### src/rtl/key_conditioner.sv
// Pushbutton front end: per-key synchroniser, stability-counter debounce, and
// registered press / release / auto-repeat event pulses for the game core.
module key_conditioner #(
  parameter int N_KEYS          = 4,
  parameter int DEBOUNCE_CYCLES = 500000,
  parameter int REPEAT_DELAY    = 25000000,
  parameter int REPEAT_PERIOD   = 5000000
) (
  input  logic              CLK,
  input  logic              RST,
  input  logic [N_KEYS-1:0] KEY_N,
  output logic [N_KEYS-1:0] PRESSED,
  output logic [N_KEYS-1:0] PRESS_PULSE,
  output logic [N_KEYS-1:0] RELEASE_PULSE,
  output logic [N_KEYS-1:0] REPEAT_PULSE
);

  localparam int CNT_W   = $clog2(DEBOUNCE_CYCLES + 1);
  localparam int RPT_MAX = (REPEAT_DELAY > REPEAT_PERIOD) ? REPEAT_DELAY : REPEAT_PERIOD;
  localparam int RPT_W   = $clog2(RPT_MAX + 1);

  localparam logic [CNT_W-1:0] CNT_LAST     = CNT_W'(DEBOUNCE_CYCLES - 1);
  localparam logic [RPT_W-1:0] RPT_DELAY_V  = RPT_W'(REPEAT_DELAY);
  localparam logic [RPT_W-1:0] RPT_PERIOD_V = RPT_W'(REPEAT_PERIOD);
  localparam logic [RPT_W-1:0] RPT_ONE      = RPT_W'(1);

  typedef enum logic [1:0] {
    R_IDLE = 2'd0,
    R_WAIT = 2'd1,
    R_RUN  = 2'd2
  } rpt_state_e;

  logic [N_KEYS-1:0] sync1_d, sync1_q;
  logic [N_KEYS-1:0] sync2_d, sync2_q;

  always_comb begin
    sync1_d = KEY_N;
    sync2_d = sync1_q;
  end

  // Synchroniser resets to "released" so a key held through reset is seen as a new press
  always_ff @(posedge CLK) begin
    if (RST) begin
      sync1_q <= '1;
      sync2_q <= '1;
    end else begin
      sync1_q <= sync1_d;
      sync2_q <= sync2_d;
    end
  end

  for (genvar k = 0; k < N_KEYS; k++) begin : g_key
    logic             s;
    logic             st_d, st_q;
    logic [CNT_W-1:0] cnt_d, cnt_q;
    rpt_state_e       state_d, state_q;
    logic [RPT_W-1:0] rcnt_d, rcnt_q;
    logic             press_d, press_q;
    logic             rel_d, rel_q;
    logic             rpt_d, rpt_q;

    assign s = ~sync2_q[k];

    always_comb begin
      st_d    = st_q;
      cnt_d   = '0;
      press_d = 1'b0;
      rel_d   = 1'b0;
      rpt_d   = 1'b0;
      state_d = state_q;
      rcnt_d  = rcnt_q;

      // Any sample matching the stable state (including a single glitch) restarts the count
      if (s != st_q) begin
        if (cnt_q == CNT_LAST) begin
          st_d    = s;
          press_d = s;
          rel_d   = ~s;
        end else begin
          cnt_d = cnt_q + 1'b1;
        end
      end

      case (state_q)
        R_IDLE: begin
          if (press_d && (REPEAT_DELAY != 0)) begin
            state_d = R_WAIT;
            rcnt_d  = RPT_DELAY_V;
          end
        end
        R_WAIT, R_RUN: begin
          // Release wins over a coincident repeat so the two never overlap
          if (rel_d) begin
            state_d = R_IDLE;
            rcnt_d  = '0;
          end else if (rcnt_q == RPT_ONE) begin
            rpt_d   = 1'b1;
            rcnt_d  = RPT_PERIOD_V;
            state_d = R_RUN;
          end else begin
            rcnt_d = rcnt_q - 1'b1;
          end
        end
        default: begin
          state_d = R_IDLE;
          rcnt_d  = '0;
        end
      endcase
    end

    always_ff @(posedge CLK) begin
      if (RST) begin
        st_q    <= 1'b0;
        cnt_q   <= '0;
        state_q <= R_IDLE;
        rcnt_q  <= '0;
        press_q <= 1'b0;
        rel_q   <= 1'b0;
        rpt_q   <= 1'b0;
      end else begin
        st_q    <= st_d;
        cnt_q   <= cnt_d;
        state_q <= state_d;
        rcnt_q  <= rcnt_d;
        press_q <= press_d;
        rel_q   <= rel_d;
        rpt_q   <= rpt_d;
      end
    end

    assign PRESSED[k]       = st_q;
    assign PRESS_PULSE[k]   = press_q;
    assign RELEASE_PULSE[k] = rel_q;
    assign REPEAT_PULSE[k]  = rpt_q;
  end

endmodule

### config.mk
export PLATFORM = sky130hd
export DESIGN_NAME = key_conditioner
export DESIGN_NICKNAME = d
export VERILOG_FILES = /design/src/rtl/key_conditioner.sv
export SDC_FILE = /design/constraint.sdc
export NUM_CORES = 1
export LEC_CHECK = 0
export BUFFER_PORTS_ARGS = -buffer_cell sky130_fd_sc_hd__buf_4
export CAP_MARGIN = 20
export CORE_MARGIN = 5
export CORE_UTILIZATION = 62
export CTS_BUF_LIST = sky130_fd_sc_hd__clkbuf_2 sky130_fd_sc_hd__clkbuf_4 sky130_fd_sc_hd__clkbuf_8
export CTS_CLUSTER_SIZE = 28
export DETAILED_ROUTE_END_ITERATION = 10
export GPL_TIMING_DRIVEN = 0
export PLACE_DENSITY = 0.86
export REMOVE_ABC_BUFFERS = 1
export SYNTH_ARGS = -nofsm -noshare
export SYNTH_HDL_FRONTEND = slang
export SYNTH_SLANG_ARGS = --single-unit
### constraint.sdc
create_clock -name CLK -period 5.15 [get_ports CLK]
set_input_delay 1.2875 -clock CLK [delete_from_list [all_inputs] [get_ports CLK]]
set_output_delay 1.2875 -clock CLK [all_outputs]
set_load 0.05 [all_outputs]
==> flow_summary_export.csv <==
group,metric,value,unit
run_status,status,"finished clean",
synthesis,synth_edf_count,0,
drt,num_vias,10100,
drt,wl_per_cell,16.0,µm
worst_setup_path,path_cells,"buf_4, inv_1, nand2_1, nor3_1, nand4_1, o211ai_1",
sta,whs,405,ps
synthesis,netlist_area,11000,µm²
clocking,cts_tree,"done",
worst_setup_path,cp-end-kind,"register",
synthesis,synth.area.top_cells,"dfxtp_1, nor2_1, xor2_1",
sta,finalHoldViolCount,0,
min_path,hold_start,"sync1_q[1]",
sta,worst_slew_pin_slew,1230,ps
clocking,cts_sinks,208,
sta,min_period,3580,ps
die,die_x,143,µm
die,initial_core_util,63.5,%
worst_setup_path,start_kind,"input pin",
power,power_density,301,nW/µm²
synthesis,seq_area_frac_synth,37.8,%
clocking,clk_pin_slew_worst_paths,70,ps
worst_setup_path,reg2regPathDepth,6,
clocking,clock_path_buffers,3,
drt,drc_errors,0,
run,drv_cap,0,
layout,drive_gt1_share,10.9,%
worst_setup_path,timing.critical_path.slowest_cell_delay,980,ps
clocking,insertion_delay,530,ps
drt,wl,25.6,mm
sta,rsz0062_at_grt,"false",
sta,slew_viol_final,0,
worst_setup_path,timing.rr.start,"g_key[2].cnt_q[15]",
synthesis,yosysTopAreaCell,"dfxtp_1",
worst_setup_path,arrival,4010,ps
synthesis,avgSynthCellArea,8.13,µm²
placed_design,dp_cells,1540,
die,boundaryPins,22,
sta,max_slew_margin,17.3,%
placed_design,hpwl,16.6,mm
global_routing,grt_pass1_wl,43.8,mm
clocking,holdBufCountCts,0,
min_path,hp-class,"register to register",
layout,stdcell_count,1602,
synthesis,syn_inst,1354,
sta,layout_setup_ws,1570,ps
die,die-area,20500,µm²
clocking,cts_setup_buffers,0,
synthesis,synth_cell_types,89,
die,core_area,17400,µm²
worst_setup_path,critical_path.max_fanout,86,
placed_design,buffer_ports.inserted,21,
synthesis,synth_ff_type,"dfxtp_1",
sta,fin_setup_tns,0,ps
worst_setup_path,crit_start,"RST",
worst_setup_path,crit_required,5590,ps
drt,final_antenna_net_count,0,
clocking,htreeDepth,2,
worst_setup_path,r2r_setup_slack,1990,ps
clocking,cts-root-buf,"clkbuf_8",
drt,drt-initial-drc-count,972,
synthesis,yosys_warnings,0,
layout,fin_nets,1381,
synthesis,ys_ff_latch,208,
global_routing,grt_pass1_vias,9438,
layout,post-route-util,68.8,%
worst_setup_path,path_class,"input pin to register",
drt,vias_per_cell,6.33,
min_path,worstHoldPathCells,1,
clocking,numCtsBuffers,36,
sta,fmax,280,MHz
global_routing,grt_use_total,24.9,%
worst_setup_path,cp_slowest_cell,"nor3_1",
layout,n_antenna_cell,0,
power,ir_drop,0.000254,V
placed_design,post-place-ws,1280,ps
global_routing,grt_max_degree,87,
synthesis,async_flop_share,0,%
clocking,cts-resized-gates,0,
layout,syn_to_final_growth,8.46,%
sta,finalClockSkew,27.9,ps
die,rows,48,
synthesis,synth_top_cell_area_share,37.8,%
sta,finalSetupViolCount,0,
power,leakage,4.26,nW
drt,dr.pass1.iters,5,
global_routing,grt-ovfl-total,0,
global_routing,antenna_found_initial,0,
die,die_y,143,µm
placed_design,place.gp.congestion,0.953,
sta,fin_crit_sh,69.4,%
[worst paths after layout]
path,endpoint
max,g_key[0].rcnt_q[20]
min,sync2_q[1]
max reg2reg,g_key[2].rcnt_q[10]
min reg2reg,sync2_q[1]
[report_power, final]
| group | switching, W | internal, W | leakage (nW) | total [W] |
|---|---|---|---|---|
| combinational | 0.000228 | 0.000115 | 2.16 | 0.000342 |
| sequential | 0.0000167 | 0.00163 | 1.68 | 0.00164 |
| clock | 0.000663 | 0.000952 | 0.416 | 0.00161 |
[Yosys cell counts (all sizes together) (7+ instances only)]
master,instances
dfxtp,208
nor3b,12
xor2,52
inv,37
ha,21
clkbuf,36
a21oi,64
nor4b,14
o31ai,16
nand2,115
nor2,183
nand3,79
a31oi,11
and2,7
buf,27
or4,16
nand4,29
and4,14
o211ai,17
or3,27
nor4,39
nor3,68
xnor2,32
or2,18
a211oi,10
o21ai,86
and3,13
[flip-flops by register name (all words and copies together) (netlist names)]
| signal | count |
|---|---|
| g_key.rcnt_q | 100 |
| g_key.cnt_q | 76 |
| g_key.state_q | 8 |
| g_key.press_q | 4 |
| g_key.rel_q | 4 |
| g_key.rpt_q | 4 |
| g_key.st_q | 4 |
| sync1_q | 4 |
| sync2_q | 4 |
[final cells by class]
cell class                 instances  area [µm²]
multi-input combinational       1045        6370
fill                            1367        5410
sequential                       208        4160
clock buffer                      57         734
tap                              225         282
timing repair buffer              26         210
inverter                          37         139
clock inverter                     4        48.8
[kinds of logic after synthesis]
group	count (synthesis)	share of synthesized area, %
buf+inv	101	4.42
xor+xnor	84	6.68
compound gates	274	16.2
simple gates	663	32.3
mux	3	0.273
flops	208	37.8
fa+ha+maj	21	2.39
[cell usage in the layout (no fill, tap or decap), types with 6 or more instances in the layout]
cell and n:
inv_1 37, o21ai_1 6, nor3_1 68, or4_1 11, and3_1 13, xor2_1 52, a31oi_1 11, clkbuf_8 49
nor4_2 7, nand3_1 79, a22o_1 6, or3_1 24, nor2_1 180, nor3b_1 11, clkbuf_4 8, a211oi_1 9
ha_1 21, and4_1 14, o21ai_0 79, buf_4 23, nor4_1 29, nor2b_1 6, o31ai_1 12, nand2_1 113
and2_1 7, dfxtp_1 208, xnor2_1 32, nand4_1 26, o211ai_1 17, a21oi_1 63, nor4b_1 12, or2_2 17
[metal layers]
metal | vias to the layer above | GRT usage [%] | wire (µm)
met1 | 4697 | 33.6 | 11300
met3 | 74 | 4.12 | 1870
met4 | 0 | 8.72 | 631
met2 | 417 | 40.8 | 11800
met5 | - | 0 | 0
li1 | 4946 | - | -
[worst max-delay path, delay by kind of cell]
family | cells | cell delay [ps]
AO/OA/AOI/OAI | 1 | 160
buffers and inverters | 2 | 1090
AND/OR/NAND/NOR | 3 | 1420
[metrics by stage]
step	area, µm²	power, W
2_1_floorplan	10700	0.00192
3_3_place_gp	11100	0.00199
3_5_place_dp	11200	0.00201
4_1_cts	11900	0.00362
5_1_grt	11900	0.00375
6_report	11900	0.00360
(Power assumes the default switching activity.)
